--- src/rtl/round_key_sched_pkg.sv ---
// Shared types and constants for the round-key schedule controller.
package round_key_sched_pkg;

  localparam int RIDX_W = 4;

  localparam logic [7:0] RCON_INIT = 8'h01;
  localparam logic [7:0] RCON_POLY = 8'h1B;

  typedef enum logic [1:0] {
    S_IDLE   = 2'd0,
    S_LOAD   = 2'd1,
    S_EXPAND = 2'd2,
    S_READY  = 2'd3
  } ks_state_e;

  // Identity of the requester granted most recently.
  typedef enum logic {
    LAST_A = 1'b0,
    LAST_B = 1'b1
  } last_gnt_e;

  // GF(2^8) doubling: next round constant.
  function automatic logic [7:0] xtime(input logic [7:0] b);
    return {b[6:0], 1'b0} ^ (b[7] ? RCON_POLY : 8'h00);
  endfunction

endpackage

--- src/rtl/round_key_sched_rr_arbiter_2.sv ---
// Two-way round-robin arbiter with a registered one-hot grant.
// win_a/win_b expose the decision being registered this cycle so the
// owner can capture winner-specific data on the same edge.
module rr_arbiter_2
  import round_key_sched_pkg::*;
(
  input  logic clk,
  input  logic rst,
  input  logic en,
  input  logic req_a,
  input  logic req_b,
  output logic win_a,
  output logic win_b,
  output logic gnt_a,
  output logic gnt_b
);

  last_gnt_e  last_gnt_q, last_gnt_d;
  logic [1:0] gnt_q, gnt_d;

  // Decide the winner: alternate on contention, otherwise serve the lone requester.
  always_comb begin
    gnt_d      = 2'b00;
    last_gnt_d = last_gnt_q;
    if (en) begin
      if (req_a && req_b) begin
        if (last_gnt_q == LAST_B) gnt_d = 2'b01;
        else                      gnt_d = 2'b10;
      end else if (req_a) begin
        gnt_d = 2'b01;
      end else if (req_b) begin
        gnt_d = 2'b10;
      end
    end
    if (gnt_d[0]) last_gnt_d = LAST_A;
    if (gnt_d[1]) last_gnt_d = LAST_B;
  end

  // Grant and priority state registers.
  always_ff @(posedge clk or posedge rst) begin
    if (rst) begin
      gnt_q      <= 2'b00;
      last_gnt_q <= LAST_B;
    end else begin
      gnt_q      <= gnt_d;
      last_gnt_q <= last_gnt_d;
    end
  end

  assign win_a = gnt_d[0];
  assign win_b = gnt_d[1];
  assign gnt_a = gnt_q[0];
  assign gnt_b = gnt_q[1];

endmodule

--- src/rtl/round_key_sched.sv ---
// Round-key register file controller: sequences key expansion (LOAD then
// one EXPAND cycle per round), then arbitrates the single read port between
// the cipher and inverse-cipher engines.
module round_key_sched
  import round_key_sched_pkg::*;
#(
  parameter int NUM_ROUNDS = 10
) (
  input  logic              clk,
  input  logic              rst,
  input  logic              start,
  output logic              ke_load,
  output logic              ke_step,
  output logic [7:0]        rcon,
  output logic              rf_we,
  output logic [RIDX_W-1:0] rf_waddr,
  output logic              keys_ready,
  output logic              busy,
  input  logic              req_a,
  input  logic [RIDX_W-1:0] rd_round_a,
  output logic              gnt_a,
  output logic              err_a,
  input  logic              req_b,
  input  logic [RIDX_W-1:0] rd_round_b,
  output logic              gnt_b,
  output logic              err_b,
  output logic [RIDX_W-1:0] rf_raddr
);

  localparam logic [RIDX_W-1:0] LAST_RND = RIDX_W'(NUM_ROUNDS);

  ks_state_e         state_q, state_d;
  logic [RIDX_W-1:0] round_q, round_d;
  logic [7:0]        rcon_q, rcon_d;
  logic              keys_ready_q, keys_ready_d;
  logic [RIDX_W-1:0] raddr_q, raddr_d;
  logic              err_a_q, err_a_d;
  logic              err_b_q, err_b_d;
  logic              arb_en;
  logic              win_a, win_b;

  // Expansion sequencer: next state, round counter and round constant.
  always_comb begin
    state_d = state_q;
    round_d = round_q;
    rcon_d  = rcon_q;
    case (state_q)
      S_IDLE: begin
        if (start) begin
          state_d = S_LOAD;
          rcon_d  = RCON_INIT;
        end
      end
      S_LOAD: begin
        state_d = S_EXPAND;
        round_d = {{(RIDX_W-1){1'b0}}, 1'b1};
        rcon_d  = RCON_INIT;
      end
      S_EXPAND: begin
        rcon_d = xtime(rcon_q);
        if (round_q == LAST_RND) begin
          state_d = S_READY;
          round_d = '0;
        end else begin
          round_d = round_q + 1'b1;
        end
      end
      S_READY: begin
        if (start) begin
          state_d = S_LOAD;
          rcon_d  = RCON_INIT;
        end
      end
      default: state_d = S_IDLE;
    endcase
  end

  // keys_ready follows READY by one cycle; reads open only once it is high,
  // and a restart drops it on the same edge that leaves READY.
  always_comb begin
    keys_ready_d = (state_q == S_READY) && !start;
    arb_en       = keys_ready_q && !start;
  end

  rr_arbiter_2 u_arb (
    .clk   (clk),
    .rst   (rst),
    .en    (arb_en),
    .req_a (req_a),
    .req_b (req_b),
    .win_a (win_a),
    .win_b (win_b),
    .gnt_a (gnt_a),
    .gnt_b (gnt_b)
  );

  // Read select and error flags captured alongside the grant; out-of-range
  // rounds select entry 0.
  always_comb begin
    raddr_d = raddr_q;
    err_a_d = 1'b0;
    err_b_d = 1'b0;
    if (win_a) begin
      err_a_d = (rd_round_a > LAST_RND);
      raddr_d = err_a_d ? '0 : rd_round_a;
    end else if (win_b) begin
      err_b_d = (rd_round_b > LAST_RND);
      raddr_d = err_b_d ? '0 : rd_round_b;
    end
  end

  // Controller state registers.
  always_ff @(posedge clk or posedge rst) begin
    if (rst) begin
      state_q      <= S_IDLE;
      round_q      <= '0;
      rcon_q       <= RCON_INIT;
      keys_ready_q <= 1'b0;
      raddr_q      <= '0;
      err_a_q      <= 1'b0;
      err_b_q      <= 1'b0;
    end else begin
      state_q      <= state_d;
      round_q      <= round_d;
      rcon_q       <= rcon_d;
      keys_ready_q <= keys_ready_d;
      raddr_q      <= raddr_d;
      err_a_q      <= err_a_d;
      err_b_q      <= err_b_d;
    end
  end

  // Datapath strobes decoded from registered state only.
  always_comb begin
    ke_load  = (state_q == S_LOAD);
    ke_step  = (state_q == S_EXPAND);
    rf_we    = ke_load || ke_step;
    busy     = rf_we;
    rf_waddr = ke_step ? round_q : '0;
    rcon     = rcon_q;
  end

  assign keys_ready = keys_ready_q;
  assign rf_raddr   = raddr_q;
  assign err_a      = err_a_q;
  assign err_b      = err_b_q;

endmodule

--- config.mk ---
export PLATFORM = sky130hd
export DESIGN_NAME = round_key_sched
export DESIGN_NICKNAME = d
export VERILOG_FILES = /design/src/rtl/round_key_sched_pkg.sv /design/src/rtl/round_key_sched_rr_arbiter_2.sv /design/src/rtl/round_key_sched.sv
export SDC_FILE = /design/constraint.sdc
export NUM_CORES = 1
export LEC_CHECK = 0
export CAP_MARGIN = 5
export CORE_AREA = 10 10 82 56
export CTS_CLUSTER_SIZE = 30
export DETAILED_ROUTE_END_ITERATION = 7
export DIE_AREA = 0 0 92 66
export DONT_BUFFER_PORTS = 1
export PLACE_DENSITY = 0.49
export RECOVER_POWER = 100
export SKIP_CTS_REPAIR_TIMING = 1
export SLEW_MARGIN = 20
export SYNTH_ARGS = -nofsm -noshare
export SYNTH_HDL_FRONTEND = slang
export SYNTH_SLANG_ARGS = --single-unit
--- constraint.sdc ---
create_clock -name clk -period 3.33 [get_ports clk]
set_clock_uncertainty 0.05 [all_clocks]
set_input_delay 0.999 -clock clk [delete_from_list [all_inputs] [get_ports clk]]
set_output_delay 0.999 -clock clk [all_outputs]
set_load 0.02 [all_outputs]
Word level (Yosys, flattened, before mapping):

Cells that the tools add are included.

* muxes and demuxes: 23
* bitwise gates (word level): 1
* reductions and logical operators: 10
* order comparisons: 2
* add/sub/neg operators: 1
* eq/ne operators: 6

Operators by type and width (number)
* $mux 4: 6
* $pmux 8 s3: 1
* $mux 2: 7
* $gt 4x4->1 const B: 2
* $mux 8: 1
* $pmux 4 s2: 1
* $xor 8x5->8: 1
* $pmux 2 s3: 1
* $mux 1: 5
* $mux 5: 1
* $add 4x1->4 const B: 1
* $eq 2x2->1 const B: 2
* $eq 4x4->1 const B: 1
* $ne 2x1->1 const B: 2
* $reduce_bool 2->1: 2
* $logic_and 1x1->1: 3
* $eq 2x1->1 const B: 1
* $logic_not 2->1: 1
* $reduce_and 2->1: 1
* $reduce_or 2->1: 1
* $logic_not 1->1: 1
* $logic_or 1x1->1: 1

* logic and storage cells: 52
* output and inout bits: 25
* bits in registers: 24
* bits of input ports: 13

Depth between registers and ports, before layout:

* depth in word-level cells: 6
* gate-level depth with buffers: 6
* mapped depth without buffers: 6

Modules after synthesis:

A second synthesis with hierarchy kept.

* cell total of the unflattened synthesis: 129
* area total of the unflattened synthesis: 1257.5 um2

Modules (own cells, without submodules)
* round_key_sched: area an instance 1141.1 um2, cells an instance 118, seq. area each 526.8 um2, times used 1
* rr_arbiter_2: area an instance 116.4 um2, cells an instance 11, seq. area each 76.3 um2, times used 1

Worst setup path after synthesis:

Ideal clock, no wire load.

* path type: register to output
* from: register state_q[0]
* to: output port rf_waddr[2]
* path slack: 965 ps
* data required time: 2281 ps
* arrival time: 1316 ps
* path buffers: 1
* stages on the path, launching flop included: 5
* cells stage by stage: dfrtp_1 > inv_1 > ha_1 > clkbuf_1 > and2_1

* cells in the longest elaborated chain, start to end: 2

Ends and longest elaborated chain
* start, declared: line round_key_sched.sv:32 `ks_state_e state_q, state_d;`
* start signal, assigned: line round_key_sched.sv:123 `state_q <= state_d;`
* $eq 2x2->1: line round_key_sched.sv:136 `ke_step = (state_q == S_EXPAND);`
* named net ke_step: line round_key_sched.sv:13 `output logic ke_step,`
* $mux 4: line round_key_sched.sv:139 `rf_waddr = ke_step ? round_q : '0;`
* end, declared: line round_key_sched.sv:16 `output logic [RIDX_W-1:0] rf_waddr,`

The timed path passes the listed nets, and every way through them passes these cells.

Worst setup path in the final report:

* from: register state_q[0]
* to: output port rf_waddr[1]

Same word-level chain as after synthesis.

==> impl_metrics.toml <==
[outcome]
outcome = "complete, no violations"

[sta]
fin_crit_sh = 0.8362
setup_tns_ns = 0
fin_crit_ns = 2.785
rsz0062_at_grt = "false"
hold_violations = 0
final_max_slew_viol_count = 0
relSlewSlack = 0.3970
finalSetupViolations = 0
clock.fmax_mhz = 359.1
tightestPinTransition_ns = 0.9035

[clocking]
root_buffer = "clkbuf_8"
numCtsBuffers = 3
clk_path_buf_depth = 2
clock_latency_ns = 0.27
clock-sinks = 24
path_clk_slew_ns = 0.08
cts_htree_levels = 1
tritoncts = "yes"

[synth]
syn_nets = 137
syn_inst = 118
syn-cell-area_um2 = 1180
yosys-top-cells-area = "dfrtp_1 47%, ha_1 6.4%, nand2_1 4.8%, dfstp_2 4.5%, inv_1 2.5%"
yosys-top-cells-count = "22 x dfrtp_1, 15 x nand2_1, 8 x inv_1"
async_flop_share = 1.000
ys_seq_area_frac = 0.5111
yosysTopAreaCell = "dfrtp_1"
yosys_register_bits = 24
synth_edf_count = 0
yosysWarnings = 0
syn_area_per_cell_um2 = 9.999
synth_cell_type_count = 34
yosysTopAreaCellShare = 0.4666
yosysMostFrequentCell = "dfrtp_1"
ys.flop_type = "dfrtp_1"

[power]
p_leak_nw = 0.6089
peakVddDrop_mv = 0.2728
finalPower_mw = 1.075
pwr_density_cell_nw_per_um2 = 844.5

[global_routing]
grt_pass1_wl_um = 4319
grt_max_degree = 25
antenna_found_initial = 0
grt_usage = 0.09000
gr-total-overflow = 0
grt_pass1_vias = 827

[detailed_routing]
routed-via-count = 799
drt_first_iter_violations = 21
via_per_inst = 4.902
wl_met3_um = 275
antenna_left = 0
wl_per_cell_um = 16.56
wl_met2_um = 1071
drc = 0
routed_wl_um = 2700
first_pass_iters = 4
drt-met1-wl_um = 1324
top_layer = "met4"

[worst_setup_path]
r2r_end = "round_q[2]"
setup.worst_path.end_class = "output port"
reg2reg_from = "state_q[0]"
path_delay_family = "adder cells"
cp-start-kind = "flip-flop"
cp_num_buf_inv = 1
crit_chain = "inv_1, ha_1, and2_0"
crit_required_ns = 2.28
r2r_slack_ns = 1.42
worstPathMaxFanout = 14
timing_worst_setup_path_type = "flip-flop to output port"
cp_slowest_cell = "ha_1"
max_stage_delay_ns = 0.56
worstPathArrival_ns = 1.74
ff2ff_path_depth = 5

[cells_and_area]
antenna_cells = 0
area_growth_pct = 7.847
fin_nets = 138
stdcell_count = 163
utilization = 0.4075
drive_gt1_frac = 0.07627

[die]
die_x_um = 92
dieArea_um2 = 6072
core_area_um2 = 3123
rows = 16
dieHeight_um = 66
ioPinCount = 38
start_util = 0.3778

[placed_design]
dp_hpwl_um = 2125
place.gp.congestion = 0.7547
io_buffers = 0
dp_cells = 159

[job]
drv_cap = 0

[worst_hold_path]
hp-class = "flip-flop to flip-flop"
min_to = "u_arb.last_gnt_q"
holdPathStages = 1
hold_path.startpoint = "u_arb.last_gnt_q"
cell usage in the layout, fill, tap and decap left out, types with 2 or more instances in the layout:
master	count
o21ai_0	8
nand2b_1	3
a32oi_1	2
nand3_1	6
inv_1	10
nor2_1	6
and2_0	4
mux2i_1	2
a21oi_1	5
a22o_1	3
nand2_1	15
and3_1	2
ha_1	6
nand3b_1	2
dfrtp_1	22
xnor2_1	3
a31oi_1	2
clkbuf_8	3
nor2b_1	3
how the worst max path moves through the flow:
stage / start / end / slack, ns / cells past startpoint
6_report: state_q[0] / rf_waddr[1] / 0.55 / 3
2_1_floorplan: state_q[0] / rf_waddr[2] / 0.97 / 4
3_5_place_dp: state_q[0] / rf_waddr[3] / 0.89 / 3
5_1_grt: state_q[0] / rf_waddr[3] / 0.41 / 3
3_3_place_gp: state_q[0] / rf_waddr[2] / 0.94 / 3
4_1_cts: state_q[0] / rf_waddr[3] / 0.59 / 3
through the flow:
| step | hold WS (ns) | cell area, um2 | worst slack [ns] |
|---|---|---|---|
| floorplan | 0.4616 | 1180 | 0.9655 |
| detailed placement | 0.4916 | 1209 | 0.8896 |
| global route | 0.5109 | 1272 | 0.4070 |
| CTS | 0.5045 | 1280 | 0.5905 |
| global placement | 0.4859 | 1209 | 0.9399 |
| finish | 0.5021 | 1272 | 0.5455 |
per-layer routing:
metal / GRT usage / vias to the layer above
met3: 0.05215 / 2
li1: - / 396
met1: 0.1141 / 377
met5: 0 / -
met2: 0.1272 / 24
met4: 0.02299 / 0
power by group:
group | switching [mW] | internal, mW | leakage [nW]
Clock | 0.0940 | 0.161 | 0.0357
Sequential | 0.116 | 0.367 | 0.308
Combinational | 0.226 | 0.111 | 0.265
sequential cells by signal, indices dropped and copies added, names as in the netlist:
register          cells
err_a                 1
round_q               4
rcon                  8
err_b                 1
rf_raddr              4
state_q               2
u_arb.gnt_q           2
u_arb.last_gnt_q      1
keys_ready            1
logic make-up after synthesis:
logic type / Yosys count / synth area share
and+or+nand+nor: 43 / 0.1887
buffers and inverters: 14 / 0.05514
muxes: 2 / 0.01697
adders and majority gates: 6 / 0.06363
xor gates and xnor gates: 3 / 0.02227
DFF: 24 / 0.5111
AOI/OAI and AO/OA: 26 / 0.1421
final cells by class:
class / instances / area, um2
clock inverters: 1 / 30.03
fillers: 329 / 1851
flip-flops and latches: 24 / 603.1
clock buffers: 3 / 41.29
well taps: 45 / 56.30
inverters: 10 / 37.54
multi-input cells: 80 / 504.2
worst register-to-register path: cells and delay by family (launching register included):
kind                       cells  cell delay [ns]
AOI/OAI and AO/OA              2             0.44
adders and majority gates      1             0.56
buffers and inverters          1             0.08
DFF                            1             0.43
and+or+nand+nor                1             0.30
No activity file was read; power rests on OpenSTA's default activity.
